### config.mk
export PLATFORM = sky130hd
export DESIGN_NAME = rst_seq
export DESIGN_NICKNAME = d
export VERILOG_FILES = /design/src/rtl/rst_seq.sv
export SDC_FILE = /design/constraint.sdc
export NUM_CORES = 1
export LEC_CHECK = 0
export BUFFER_PORTS_ARGS = -buffer_cell sky130_fd_sc_hd__clkbuf_2
export CORE_MARGIN = 10
export CORE_UTILIZATION = 54
export DETAILED_ROUTE_END_ITERATION = 8
export GPL_TIMING_DRIVEN = 0
export HOLD_SLACK_MARGIN = 0.03
export PLACE_DENSITY = 0.78
export SETUP_SLACK_MARGIN = 0.1
export SYNTH_ARGS = -nofsm -noshare
export SYNTH_HDL_FRONTEND = slang
export SYNTH_SLANG_ARGS = --single-unit
### constraint.sdc
create_clock -name clk_i -period 1.9 [get_ports clk_i]
set_input_delay 0.095 -clock clk_i [delete_from_list [all_inputs] [get_ports clk_i]]
set_output_delay 0.095 -clock clk_i [all_outputs]
set_load 0.01 [all_outputs]
### src/rtl/rst_seq.sv
// Reset sequencer: filters and synchronises PLL lock, holds downstream logic
// in reset until the clock is stable, then releases STAGES active-low reset
// domains in a staggered order. Loss of lock or a software reset request
// drops every domain back into reset.
module rst_seq #(
  parameter int STAGES    = 3,
  parameter int LOCK_FILT = 16,
  parameter int HOLD      = 64,
  parameter int GAP       = 8,
  parameter int SYNC      = 2
) (
  input  logic              clk_i,
  input  logic              rst_n_i,
  input  logic              lock_i,
  input  logic              sw_rst_i,
  output logic [STAGES-1:0] rst_n_o,
  output logic              ready_o,
  output logic [1:0]        state_o,
  output logic [7:0]        loss_cnt_o
);

  typedef enum logic [1:0] {
    S_WAIT_LOCK = 2'd0,
    S_HOLD      = 2'd1,
    S_RELEASE   = 2'd2,
    S_RUN       = 2'd3
  } state_t;

  // Each counter is sized to hold its terminal value without wrapping.
  localparam int FW = $clog2(LOCK_FILT) + 1;
  localparam int HW = $clog2(HOLD) + 1;
  localparam int GW = $clog2(GAP) + 1;

  localparam logic [FW-1:0] FILT_LAST = FW'(LOCK_FILT - 1);
  localparam logic [HW-1:0] HOLD_LAST = HW'(HOLD - 1);
  localparam logic [GW-1:0] GAP_LAST  = GW'(GAP - 1);

  logic [SYNC-1:0]   sync_q;
  logic              lock_s;
  logic              lock_lost;

  state_t            state_q,  state_d;
  logic [FW-1:0]     filt_q,   filt_d;
  logic [HW-1:0]     hold_q,   hold_d;
  logic [GW-1:0]     gap_q,    gap_d;
  logic [STAGES-1:0] rst_q,    rst_d;
  logic              ready_q,  ready_d;
  logic [7:0]        loss_q,   loss_d;

  // Bring the asynchronous lock indication into the clk_i domain.
  // NOTE: the synchroniser flops are reset as well, so lock_s reads a known 0
  // until lock_i has actually propagated through SYNC edges.
  always_ff @(posedge clk_i or negedge rst_n_i) begin
    if (!rst_n_i) begin
      sync_q <= '0;
    end else begin
      sync_q <= {sync_q[SYNC-2:0], lock_i};
    end
  end

  assign lock_s    = sync_q[SYNC-1];
  // Losing lock only counts once the sequencer has left WAIT_LOCK.
  assign lock_lost = !lock_s && (state_q != S_WAIT_LOCK);

  // State, counters and every output are registered here.
  // NOTE: sequential state uses <= so all flops update from pre-edge values,
  // independent of statement order.
  always_ff @(posedge clk_i or negedge rst_n_i) begin
    if (!rst_n_i) begin
      state_q <= S_WAIT_LOCK;
      filt_q  <= '0;
      hold_q  <= '0;
      gap_q   <= '0;
      rst_q   <= '0;
      ready_q <= 1'b0;
      loss_q  <= '0;
    end else begin
      state_q <= state_d;
      filt_q  <= filt_d;
      hold_q  <= hold_d;
      gap_q   <= gap_d;
      rst_q   <= rst_d;
      ready_q <= ready_d;
      loss_q  <= loss_d;
    end
  end

  // Next-state and next-output decode; lock loss outranks software reset.
  // NOTE: every signal gets a default first so no path leaves it unassigned
  // and no latch is inferred.
  always_comb begin
    state_d = state_q;
    filt_d  = filt_q;
    hold_d  = hold_q;
    gap_d   = gap_q;
    rst_d   = rst_q;
    ready_d = ready_q;
    loss_d  = loss_q;

    if (lock_lost) begin
      state_d = S_WAIT_LOCK;
      filt_d  = '0;
      hold_d  = '0;
      gap_d   = '0;
      rst_d   = '0;
      ready_d = 1'b0;
      if (loss_q != 8'hFF) begin
        loss_d = loss_q + 8'd1;
      end
    end else if (sw_rst_i && (state_q != S_WAIT_LOCK)) begin
      // Parks in HOLD at count 0 for as long as the request stays high.
      state_d = S_HOLD;
      filt_d  = '0;
      hold_d  = '0;
      gap_d   = '0;
      rst_d   = '0;
      ready_d = 1'b0;
    end else begin
      case (state_q)
        S_WAIT_LOCK: begin
          if (!lock_s) begin
            filt_d = '0;
          end else if (filt_q == FILT_LAST) begin
            state_d = S_HOLD;
            filt_d  = '0;
          end else begin
            filt_d = filt_q + 1'b1;
          end
        end
        S_HOLD: begin
          if (hold_q == HOLD_LAST) begin
            // Stage 0 is released on the very edge that enters RELEASE.
            state_d = S_RELEASE;
            hold_d  = '0;
            gap_d   = '0;
            rst_d   = STAGES'(1);
          end else begin
            hold_d = hold_q + 1'b1;
          end
        end
        S_RELEASE: begin
          if (&rst_q) begin
            state_d = S_RUN;
            ready_d = 1'b1;
          end else if (gap_q == GAP_LAST) begin
            // Shifting a 1 in from the bottom keeps the release order monotonic.
            gap_d = '0;
            rst_d = (rst_q << 1) | STAGES'(1);
          end else begin
            gap_d = gap_q + 1'b1;
          end
        end
        S_RUN: begin
          ready_d = 1'b1;
        end
        default: begin
          state_d = S_WAIT_LOCK;
        end
      endcase
    end
  end

  assign rst_n_o    = rst_q;
  assign ready_o    = ready_q;
  assign state_o    = state_q;
  assign loss_cnt_o = loss_q;

endmodule

======== After elaboration in Yosys (flattened, before gate mapping) ========
Index checks and enable logic that the tools add are counted.
operators by class
  $add $sub $neg .......................... 4
  equal/unequal tests ..................... 13
  mux-type cells .......................... 32
  reductions and logical operators ........ 16
operators with widths
  operator               count
  $mux W7                4
  $mux W5                5
  $ne A4 B4 Y1 const B   6
  $mux W4                5
  $mux W3                5
  $mux W2                6
  $add A8 B1 Y8 const B  1
  $ne A8 B8 Y1 const B   1
  $pmux W4 S2            1
  $reduce_bool A4 Y1     2
  $add A7 B1 Y7 const B  1
  $eq A7 B6 Y1 const B   1
  $pmux W2 S3            1
  $pmux W3 S2            1
  $reduce_and A3 Y1      2
  $reduce_bool A3 Y1     2
  $add A5 B1 Y5 const B  1
  $eq A5 B4 Y1 const B   1
  $reduce_and A5 Y1      1
  $reduce_bool A5 Y1     1
  $add A4 B1 Y4 const B  1
  $eq A2 B2 Y1 const B   2
  $eq A4 B3 Y1 const B   1
  $reduce_and A2 Y1      2
  other kinds (8)        11
storage, ports and cells
  flip-flop bits (word level) ............. 32
  input bits .............................. 4
  output and inout bits ................... 14
  logic and storage cells ................. 73

======== Logic depth before layout (Yosys ltp) ========
Gate-level depths: netlist (run 1).
  depth after elaboration ................. 6
  depth in mapped cells ................... 7
  gate-level depth less buffers ........... 6

======== Worst setup path after synthesis (run 1) ========
Ideal clock, no wire load.
  path kind ............................... register to register
  start ................................... reg state_q[0] (netlist: state_o[0])
  end ..................................... reg gap_q[3]
  setup time .............................. 0.148 ns
  data arrival time ....................... 1.565 ns
  data required time ...................... 1.752 ns
  slack ................................... 0.187 ns
  cell stages (with the launch flop) ...... 8
  buffers on the path ..................... 2
  clock period less this slack ............ 1.713 ns
  cell sequence ........................... dfrtp_1 inv_1 ha_1 buf_2 or2_2 clkbuf_1 nand3_1 o311ai_0
between the ends
  longest elaborated chain between the ends .. 4
  elaborated cells on any way between the ends .. 12
  those cells by class .................... eq/ne: 4; mux: 3; reduce/logical: 5
RTL lines
  what                                                 RTL line  source
  from (decl)                                          42        state_t state_q, state_d;
  from (signal assigned)                               78        state_q <= state_d;
  $eq A2 B2 Y1 (tied with other cells)                 119       case (state_q)
  $pmux W4 S2 (tied with other cells)                  119
  $mux W4 (tied with other cells)                      110       end else if (sw_rst_i && (state_q != S_WAIT_LOCK)) begin
  $mux W4 / $reduce_and A3 Y1 (equally long branches)  -
  to (signal assigned)                                 81        gap_q <= gap_d;
  to (decl)                                            45        logic [GW-1:0] gap_q, gap_d;
Several ways; a longest one is shown, not always the timed one.
A chain may end at the register's enable or synchronous reset.

======== Worst setup path after layout (run 1) ========
  start ................................... reg state_q[0] (netlist: state_o[0])
  end ..................................... reg state_q[0] (netlist: state_o[0])
between the ends
  longest elaborated chain between the ends .. 4
  elaborated cells on any way between the ends .. 15
  those cells by class .................... eq/ne: 6; mux: 3; reduce/logical: 6
RTL lines
  what                                                 RTL line
  $eq A2 B2 Y1 (tied with other cells)                 119
  $pmux W2 S3 (tied with other cells)                  119
  $mux W2 (tied with other cells)                      110
  $mux W2 / $reduce_and A5 Y1 (equally long branches)  -
Several ways; a longest one is shown, not always the timed one.

==> load_flow_metrics.sql, run 1 <==
INSERT INTO impl_metrics (metric_group, metric, value, unit) VALUES
('hold_path', 'whs_path_depth', '4', ''),
('layout', 'mostFrequentLayoutCell', 'sky130_fd_sc_hd__dfrtp_1', ''),
('timing', 'rsz0062_at_grt', 'yes', ''),
('drt', 'routedWlPerCell', '14.5', 'um'),
('clock_tree', 'insertion_delay', '0.34', 'ns'),
('critical_path', 'cpLargestDelayFamily', 'flip-flops', ''),
('critical_path', 'worst_r2r_endpoint', 'state_o[0]$_DFFE_PN0P_', ''),
('drt', 'route.detailed.drc', '0', ''),
('global_routing', 'globalRouteMet3Util', '0.0501', ''),
('critical_path', 'setup.worst_path.end', 'state_o[0]$_DFFE_PN0P_', ''),
('yosys', 'proportion_of_synthesized_chip_area_in_sequential_cells', '0.458', ''),
('critical_path', 'crit_slowest_cell', 'sky130_fd_sc_hd__dfrtp_2', ''),
('critical_path', 'path_class', 'reg2reg', ''),
('global_routing', 'grt_start_max_net_pins', '33', ''),
('critical_path', 'crit_cells', '6', ''),
('die', 'chipHeight', '76.9', 'um'),
('critical_path', 'cp_cell_sequence', 'ha_1 -> buf_2 -> nor3_1 -> a21oi_1 -> o221ai_2 -> mux2_4', ''),
('die', 'core', '0.00308', 'mm2'),
('layout', 'antenna_cells_inserted', '0', ''),
('global_routing', 'via_count_of_the_first_global_routing_pass', '1389', ''),
('placement', 'placed_wire_length_estimate', '2660', 'um'),
('drt', 'drtPass1Iterations', '5', ''),
('critical_path', 'path_buf_inv', '1', ''),
('clock_tree', 'cts.path.max_buffers', '2', ''),
('layout', 'multiInputGateArea', '910', 'um2'),
('critical_path', 'max_stage_delay', '0.46', 'ns'),
('yosys', 'synth.avg_cell_area', '9.88', 'um2'),
('placement', 'portbufs', '17', ''),
('timing', 'hold_viol', '0', ''),
('die', 'floorplan.die.width', '76.9', 'um'),
('placement', 'placement.cell_area', '0.00189', 'mm2'),
('yosys', 'synth_flop_cell', 'sky130_fd_sc_hd__dfrtp_1', ''),
('yosys', 'async_flop_share', '1.00', ''),
('drt', 'drt.antenna.violating_nets', '0', ''),
('layout', 'final-seq-area', '802', 'um2'),
('yosys', 'synth_top_area_cell', 'sky130_fd_sc_hd__dfrtp_1', ''),
('critical_path', 'setup.worst_path.start', 'state_o[0]$_DFFE_PN0P_', ''),
('hold_path', 'hold_path_class', 'in2reg', ''),
('global_routing', 'highest_utilization_routing_layer_at_the_global_route_stage', 'met2', ''),
('yosys', 'synth.ff_latch_count', '32', ''),
('yosys', 'synth.distinct_cells', '46', ''),
('clock_tree', 'clkTransAtPathRegs', '0.10', 'ns'),
('status', 'status', 'completed', ''),
('drt', 'vias', '1409', ''),
('drt', 'iter_0_drt_violations', '57', ''),
('global_routing', 'gr-usage-met2', '0.210', ''),
('layout', 'finish.utilization', '0.657', ''),
('layout', 'design.final.nets', '220', ''),
('timing', 'period_share', '0.918', ''),
('die', 'floorplan.initialDensity', '0.568', ''),
('timing', 'final-max-slew-violation-count', '0', ''),
('clock_tree', 'tritoncts', 'built', ''),
('global_routing', 'globalRouteOverflowTotal', '0', ''),
('die', 'design.portCount', '18', ''),
('global_routing', 'antenna_found_initial', '0', ''),
('layout', 'drive_above_1_share', '0.246', ''),
('critical_path', 'arrival', '1.97', 'ns'),
('critical_path', 'timing.reg2reg.setup_slack', '0.16', 'ns'),
('yosys', 'netlist_top_cells_area', 'sky130_fd_sc_hd__dfrtp_1, sky130_fd_sc_hd__ha_1, sky130_fd_sc_hd__nand3_1', ''),
('clock_tree', 'cts.htree.levels', '2', ''),
('layout', 'synthToLayoutAreaGrowth', '15.7', '%'),
('clock_tree', 'clock-sinks', '32', ''),
('critical_path', 'endpoint_kind', 'flop', ''),
('timing', 'worst-slew-pin-transition', '0.780', 'ns'),
('die', 'placement_rows', '20', ''),
('critical_path', 'r2r-start', 'state_o[0]$_DFFE_PN0P_', ''),
('critical_path', 'r2r.worst_path.cells', '6', ''),
('yosys', 'synthCells', '177', ''),
('drt', 'post_drt_via_cell_ratio', '5.61', ''),
('timing', 'max_clock_freq', '0.573', 'GHz'),
('layout', 'most_frequent_cells_in_the_layout', 'sky130_fd_sc_hd__dfrtp_1, sky130_fd_sc_hd__nand3_1, sky130_fd_sc_hd__clkbuf_2', '');
[synthesized netlist by cell type (2+ instances only)]
| cell type | n |
|---|---|
| sky130_fd_sc_hd__dfrtp_1 | 32 |
| sky130_fd_sc_hd__nand2_1 | 16 |
| sky130_fd_sc_hd__buf_2 | 3 |
| sky130_fd_sc_hd__o21ai_0 | 5 |
| sky130_fd_sc_hd__nor2_1 | 15 |
| sky130_fd_sc_hd__nand3_1 | 19 |
| sky130_fd_sc_hd__a31oi_1 | 4 |
| sky130_fd_sc_hd__xor2_1 | 10 |
| sky130_fd_sc_hd__inv_1 | 5 |
| sky130_fd_sc_hd__ha_1 | 10 |
| sky130_fd_sc_hd__nand4_1 | 8 |
| sky130_fd_sc_hd__a21oi_1 | 7 |
| sky130_fd_sc_hd__nor3_1 | 4 |
| sky130_fd_sc_hd__nor2b_1 | 4 |
| sky130_fd_sc_hd__a311oi_1 | 2 |
| sky130_fd_sc_hd__nor3b_1 | 2 |
| sky130_fd_sc_hd__or3_1 | 2 |
[final cells by class]
| class | count | share of cell area |
|---|---|---|
| multi-input cells | 135 | 0.450 |
| well taps | 44 | 0.0272 |
| clock buffers | 5 | 0.0186 |
| inverters | 5 | 0.00928 |
| clock inverters | 3 | 0.0210 |
| repair buffers | 23 | 0.0668 |
| flip-flops and latches | 32 | 0.396 |
| plain buffers | 4 | 0.0111 |
[timing repair]
| action | in CTS | in global routing |
|---|---|---|
| gates cloned | 0 | 0 |
| setup endpoints to repair | 9 | 8 |
| pin swaps | 0 | 2 |
| hold buffers | 2 | 0 |
| setup buffers | 1 | 3 |
| resized for setup | 1 | 4 |
| hold endpoints to repair | 33 | 0 |
[where the power goes]
part / switching (mW) / internal (mW)
combinational: 0.635 / 0.464
clock: 0.235 / 0.274
sequential: 0.154 / 0.812
[worst min-delay path, delay by kind of cell]
| family | cells | cell delay, ns |
|---|---|---|
| AOI/OAI and AO/OA | 1 | 0.05 |
| and+or+nand+nor | 2 | 0.17 |
| buffers and inverters | 1 | 0.10 |
[how the worst min path moves through the flow]
stage / startpoint / to
floorplan: rst_n_i / filt_q[0]$_DFFE_PN0P_
global route: sw_rst_i / filt_q[2]$_DFFE_PN0P_
detailed placement: rst_n_i / filt_q[1]$_DFFE_PN0P_
finish: sw_rst_i / filt_q[4]$_DFFE_PN0P_
global placement: rst_n_i / gap_q[2]$_DFFE_PN0P_
CTS: sw_rst_i / filt_q[4]$_DFFE_PN0P_
[per-stage QoR]
step	instances	setup slack [ns]	power, mW
6_report	251	0.156	2.57
5_1_grt	251	0.0614	2.78
4_1_cts	248	0.106	2.53
3_5_place_dp	238	0.0218	2.00
3_3_place_gp	238	0.112	1.94
2_1_floorplan	177	0.187	1.69
[routing by layer]
layer,wire [um],up-vias
met4,58,0
met1,1630,671
met5,0,-
met2,1720,35
met3,225,6
li1,-,697
[registers in the layout (all words and copies together) (netlist names)]
signal	flops
filt_q	5
gap_q	4
hold_q	7
loss_cnt_o	8
ready_o	1
rst_n_o	3
state_o	2
sync_q	2
[cells by family (layout without fill, tap and decap cells)]
group | count (synthesis) | after routing | synth area share
simple gates | 83 | 83 | 0.255
flops | 32 | 32 | 0.458
compound gates | 28 | 28 | 0.114
xor+xnor | 11 | 11 | 0.0551
fa+ha+maj | 10 | 10 | 0.0716
buf+inv | 10 | 40 | 0.0258
mux | 3 | 3 | 0.0208
Note: power is estimated with default switching activity, not from simulation.
==> inputs of run 2 (changes only) <==
- CORE_UTILIZATION: 54 -> 45
- PLACE_DENSITY: 0.78 -> 0.68
==> run 2 against run 1 <==
Clock power is 3% higher. Sequential power about the same. Routed wire length grew 3.7%. Global-route usage fell by 0.41 points. Sequential cell count stayed put. Count of clock-buffer cells in the layout increased by 3.
==> load_flow_metrics.sql, run 2 (same netlist as run 1, synthesis figures left out) <==
INSERT INTO impl_metrics (metric_group, metric, value, unit) VALUES
('timing', 'max_clock_freq', '0.580', 'GHz'),
('layout', 'drive_above_1_share', '0.234', ''),
('timing', 'period_share', '0.907', ''),
('power_and_ir_drop', 'total_leakage_power', '0.932', 'nW'),
('timing', 'final-max-slew-violation-count', '0', ''),
('die', 'floorplan.die.width', '82.3', 'um'),
('layout', 'largest_register_ff_count', '8', ''),
('timing', 'hold_viol', '0', ''),
('drt', 'drtPass1Iterations', '5', ''),
('die', 'design.portCount', '18', ''),
('global_routing', 'via_count_of_the_first_global_routing_pass', '1516', ''),
('critical_path', 'arrival', '1.88', 'ns'),
('die', 'die_area', '0.00678', 'mm2'),
('global_routing', 'globalRouteOverflowTotal', '0', ''),
('drt', 'route.detailed.drc', '0', ''),
('layout', 'most_frequent_cells_in_the_layout', 'sky130_fd_sc_hd__dfrtp_1, sky130_fd_sc_hd__nand3_1, sky130_fd_sc_hd__clkbuf_2', ''),
('critical_path', 'worstSetupStartpointType', 'flop', ''),
('placement', 'place_worst_setup_slack', '0.0385', 'ns'),
('drt', 'routedWlPerCell', '14.9', 'um'),
('clock_tree', 'cts.htree.levels', '2', ''),
('status', 'status', 'completed', ''),
('power_and_ir_drop', 'p_per_area', '1260', 'mW/mm2'),
('timing', 'rsz0062_at_grt', 'yes', ''),
('clock_tree', 'clkTransAtPathRegs', '0.06', 'ns'),
('timing', 'worst-slew-pin-transition', '0.792', 'ns'),
('placement', 'placed_wire_length_estimate', '2680', 'um'),
('timing', 'timing.final.setup_violations', '0', ''),
('clock_tree', 'clock-root-buffer', 'sky130_fd_sc_hd__clkbuf_8', ''),
('drt', 'routed_wl', '3770', 'um'),
('layout', 'mostFrequentLayoutCell', 'sky130_fd_sc_hd__dfrtp_1', ''),
('global_routing', 'grtUsageTotal', '0.122', ''),
('timing', 'timing.slew.headroom', '0.472', ''),
('clock_tree', 'cts_inserted_buffers', '5', ''),
('clock_tree', 'cts.path.max_buffers', '2', ''),
('layout', 'stdcell_count', '253', ''),
('placement', 'portbufs', '17', ''),
('critical_path', 'path_class', 'reg2reg', ''),
('placement', 'gp_congestion', '0.855', ''),
('drt', 'post_drt_via_cell_ratio', '5.77', ''),
('drt', 'drt.antenna.violating_nets', '0', ''),
('job', 'drv.max_cap_violation_count', '0', ''),
('die', 'floorplan.initialDensity', '0.470', ''),
('global_routing', 'grt_start_max_net_pins', '33', ''),
('clock_tree', 'insertion_delay', '0.28', 'ns'),
('layout', 'design.final.nets', '218', ''),
('die', 'core', '0.00372', 'mm2'),
('timing', 'layout_min_cycle_time', '1.72', 'ns'),
('critical_path', 'cp.required', '2.06', 'ns'),
('layout', 'synthToLayoutAreaGrowth', '16.8', '%'),
('die', 'placement_rows', '22', ''),
('layout', 'antenna_cells_inserted', '0', ''),
('die', 'chipHeight', '82.3', 'um'),
('clock_tree', 'clock-sinks', '32', ''),
('timing', 'layout_setup_ws', '0.176', 'ns'),
('power_and_ir_drop', 'peakVddDrop', '0.723', 'mV'),
('critical_path', 'critPathMaxFanout', '9', ''),
('drt', 'iter_0_drt_violations', '99', ''),
('critical_path', 'endpoint_kind', 'flop', ''),
('placement', 'dp.cells', '242', ''),
('global_routing', 'antenna_found_initial', '0', ''),
('timing', 'finalSetupTns', '0', 'ns'),
('drt', 'vias', '1461', ''),
('global_routing', 'grt_pass1_wl', '6560', 'um'),
('timing', 'clock-skew-final', '0.00543', 'ns'),
('hold_path', 'hold_path_class', 'in2reg', ''),
('layout', 'finish.utilization', '0.549', ''),
('clock_tree', 'tritoncts', 'built', '');
==> run 2: repair_timing <==
item                                    4_1_cts  5_1_grt
endpoints found under the setup margin        8        9
resized for setup                             2        7
gates cloned                                  0        0
endpoints found under the hold margin        33        0
setup buffers                                 1        1
pin swaps                                     0        2
hold buffers                                  2        0
==> run 2: report_power, final <==
part	switching (mW)	internal [mW]	total, mW
Sequential	0.154	0.814	0.968
Combinational	0.634	0.454	1.09
Clock	0.229	0.295	0.524
Total	1.02	1.56	2.58
==> run 2: worst paths after layout <==
path	startpoint	end	slack [ns]	cells past startpoint
max	state_o[1]$_DFFE_PN0P_	state_o[0]$_DFFE_PN0P_	0.18	7
min	sw_rst_i	filt_q[4]$_DFFE_PN0P_	0.16	4
max reg2reg	state_o[1]$_DFFE_PN0P_	state_o[0]$_DFFE_PN0P_	0.18	7
min reg2reg	sync_q[0]$_DFF_PN0_	sync_q[1]$_DFF_PN0_	0.35	0
max in group asynchronous	rst_n_i	state_o[0]$_DFFE_PN0P_	0.92	2
min in group asynchronous	rst_n_i	gap_q[2]$_DFFE_PN0P_	0.43	2
==> run 2: critical path: stages, from the launching register on <==
cell	delay (ns)
sky130_fd_sc_hd__dfrtp_1	0.39
sky130_fd_sc_hd__inv_1	0.12
sky130_fd_sc_hd__ha_1	0.15
sky130_fd_sc_hd__buf_2	0.21
sky130_fd_sc_hd__nor3_1	0.07
sky130_fd_sc_hd__a21oi_1	0.21
sky130_fd_sc_hd__o221ai_2	0.15
sky130_fd_sc_hd__mux2_4	0.31
==> run 2: final cells by class <==
type                       instances  area (um2)
timing repair buffer              21         120
tap                               48        60.1
multi-input combinational        135         925
clock buffer                       8        90.1
inverter                           5        18.8
fill                             351        1680
sequential                        32         802
buffer                             4        25.0
==> run 2: stage by stage <==
stage | area [um2] | total power, mW | hold slack [ns]
floorplan | 1750 | 1.69 | -0.201
global placement | 1890 | 1.95 | 0.204
detailed placement | 1890 | 2.01 | 0.206
CTS | 2010 | 2.55 | 0.164
global route | 2040 | 2.80 | 0.205
finish | 2040 | 2.58 | 0.163
==> run 2: metal layers <==
layer,GRT usage,share of wire
met1,0.131,0.42
met2,0.212,0.51
met3,0.0389,0.059
met4,0.0629,0.017
met5,0,0
==> inputs of run 3 (changes only) <==
- CORE_UTILIZATION: 45 -> 40
- PLACE_DENSITY: 0.68 -> 0.62
==> run 3 against run 2 <==
Count of clock-buffer cells in the layout decreased by 1. Sequential cell count stayed put. Combinational power hardly changed. Die area up 9.4%. Final area up 1.2%. Cell count grew 0.40%. Largest cell class unchanged. Highest routed layer unchanged.
==> load_flow_metrics.sql, run 3 (same netlist as run 1, synthesis figures left out) <==
INSERT INTO impl_metrics (metric_group, metric, value, unit) VALUES
('status', 'status', 'completed', ''),
('power_and_ir_drop', 'seq_power_share', '0.369', ''),
('placement', 'portbufs', '17', ''),
('clock_tree', 'clkTransAtPathRegs', '0.07', 'ns'),
('clock_tree', 'cts.path.max_buffers', '2', ''),
('timing', 'final-max-slew-violation-count', '0', ''),
('drt', 'routedWlPerCell', '15.2', 'um'),
('power_and_ir_drop', 'p_per_area', '1280', 'mW/mm2'),
('timing', 'clock-skew-final', '0.00832', 'ns'),
('drt', 'iter_0_drt_violations', '42', ''),
('timing', 'timing.slew.headroom', '0.468', ''),
('placement', 'gp_congestion', '0.785', ''),
('clock_tree', 'tritoncts', 'built', ''),
('global_routing', 'grt_start_max_net_pins', '33', ''),
('layout', 'final_design_area_no_fill', '0.00206', 'mm2'),
('layout', 'design.final.nets', '218', ''),
('die', 'chipHeight', '86.1', 'um'),
('power_and_ir_drop', 'power_frac_clock', '0.211', ''),
('critical_path', 'cp.required', '2.08', 'ns'),
('timing', 'worst-slew-pin-transition', '0.798', 'ns'),
('hold_path', 'hold_path_class', 'in2reg', ''),
('drt', 'drt.antenna.violating_nets', '0', ''),
('power_and_ir_drop', 'peakVddDrop', '0.689', 'mV'),
('timing', 'rsz0062_at_grt', 'no', ''),
('placement', 'placed_wire_length_estimate', '2750', 'um'),
('layout', 'drive_above_1_share', '0.255', ''),
('critical_path', 'endpoint_kind', 'flop', ''),
('layout', 'largest_register_ff_count', '8', ''),
('drt', 'route.detailed.drc', '0', ''),
('drt', 'post_drt_via_cell_ratio', '5.67', ''),
('power_and_ir_drop', 'p_int', '1.60', 'mW'),
('global_routing', 'via_count_of_the_first_global_routing_pass', '1484', ''),
('power_and_ir_drop', 'comb_power_share', '0.420', ''),
('timing', 'layout_min_cycle_time', '1.75', 'ns'),
('drt', 'drtPass1Iterations', '4', ''),
('timing', 'period_share', '0.921', ''),
('global_routing', 'globalRouteOverflowTotal', '0', ''),
('critical_path', 'path_class', 'reg2reg', ''),
('die', 'die_area', '0.00741', 'mm2'),
('clock_tree', 'cts.htree.levels', '2', ''),
('critical_path', 'worstSetupStartpointType', 'flop', ''),
('critical_path', 'critPathMaxFanout', '7', ''),
('layout', 'most_frequent_cells_in_the_layout', 'sky130_fd_sc_hd__dfrtp_1, sky130_fd_sc_hd__nand3_1, sky130_fd_sc_hd__clkbuf_2', ''),
('drt', 'vias', '1439', ''),
('timing', 'timing.final.setup_violations', '0', ''),
('timing', 'hold_viol', '0', ''),
('global_routing', 'antenna_found_initial', '0', ''),
('die', 'design.portCount', '18', ''),
('die', 'core', '0.00412', 'mm2'),
('power_and_ir_drop', 'power.switching', '1.04', 'mW'),
('clock_tree', 'clock-root-buffer', 'sky130_fd_sc_hd__clkbuf_8', ''),
('timing', 'finalSetupTns', '0', 'ns'),
('clock_tree', 'cts_inserted_buffers', '5', ''),
('placement', 'placement.cell_area', '0.00190', 'mm2'),
('power_and_ir_drop', 'swShare', '0.394', ''),
('layout', 'mostFrequentLayoutCell', 'sky130_fd_sc_hd__dfrtp_1', ''),
('power_and_ir_drop', 'total_leakage_power', '0.936', 'nW'),
('die', 'floorplan.initialDensity', '0.425', ''),
('global_routing', 'grt_pass1_wl', '6600', 'um'),
('layout', 'fillCellCount', '388', ''),
('drt', 'routed_wl', '3870', 'um'),
('clock_tree', 'clock-sinks', '32', ''),
('layout', 'antenna_cells_inserted', '0', ''),
('layout', 'synthToLayoutAreaGrowth', '18.1', '%'),
('clock_tree', 'insertion_delay', '0.28', 'ns'),
('critical_path', 'arrival', '1.93', 'ns'),
('timing', 'max_clock_freq', '0.571', 'GHz'),
('global_routing', 'grtUsageTotal', '0.108', ''),
('die', 'floorplan.die.width', '86.1', 'um'),
('job', 'drv.max_cap_violation_count', '0', ''),
('die', 'placement_rows', '23', '');
run 3: what timing repair did:
action | in CTS | in global routing
hold endpoints to repair | 33 | 0
endpoints found under the setup margin | 11 | 10
gates resized for setup | 3 | 10
setup buffers | 1 | 1
hold buffers | 2 | 0
run 3: routing by layer:
metal	up-vias	share of wire	track usage
met5	-	0	0
met2	46	0.49	0.176
met4	0	0.011	0.0434
met3	6	0.068	0.0520
met1	696	0.43	0.119
li1	691	-	-
run 3: power by group through the flow:
stage          registers (mW)  logic [mW]  clock network [mW]
5_1_grt                 0.991        1.24               0.609
6_report                0.973        1.11               0.555
3_5_place_dp            0.979        1.03                   0
3_3_place_gp            0.971       0.994                   0
4_1_cts                 0.970        1.06               0.575
2_1_floorplan           0.992       0.701                   0
run 3: worst paths after layout:
check | startpoint | to | slack, ns | cells past startpoint
setup / recovery | state_o[0]$_DFFE_PN0P_ | gap_q[2]$_DFFE_PN0P_ | 0.15 | 6
hold / removal | sw_rst_i | filt_q[4]$_DFFE_PN0P_ | 0.16 | 4
setup reg to reg | state_o[0]$_DFFE_PN0P_ | gap_q[2]$_DFFE_PN0P_ | 0.15 | 6
hold reg to reg | sync_q[0]$_DFF_PN0_ | sync_q[1]$_DFF_PN0_ | 0.35 | 0
max in group asynchronous | rst_n_i | state_o[0]$_DFFE_PN0P_ | 0.91 | 2
min in group asynchronous | rst_n_i | gap_q[1]$_DFFE_PN0P_ | 0.44 | 2
run 3: area by class of cell:
class | count | area (um2) | share of cell area
timing repair buffer | 21 | 120 | 0.0582
multi-input combinational | 135 | 937 | 0.454
tap | 50 | 62.6 | 0.0303
sequential | 32 | 802 | 0.388
clock buffer | 7 | 96.3 | 0.0467
buffer | 4 | 27.5 | 0.0133
inverter | 5 | 18.8 | 0.00909
run 3: critical path, stage by stage (launching register included):
cell and delay [ns]:
sky130_fd_sc_hd__dfrtp_2 0.42, sky130_fd_sc_hd__inv_2 0.07, sky130_fd_sc_hd__ha_1 0.32, sky130_fd_sc_hd__and4b_4 0.21, sky130_fd_sc_hd__a21o_4 0.25, sky130_fd_sc_hd__mux2i_1 0.13
sky130_fd_sc_hd__nor4_2 0.26
run 3: per-stage QoR:
stage / hold WS [ns] / cells / power (mW) / util / setup WS [ns]
after global routing: 0.198 / 254 / 2.84 / 0.502 / 0.106
after global placement: 0.204 / 244 / 1.97 / 0.461 / 0.0911
after detailed placement: 0.206 / 244 / 2.00 / 0.461 / 0.0438
after CTS: 0.161 / 253 / 2.60 / 0.493 / 0.102
final: 0.164 / 254 / 2.64 / 0.502 / 0.149
after floorplan: -0.201 / 177 / 1.69 / - / 0.187
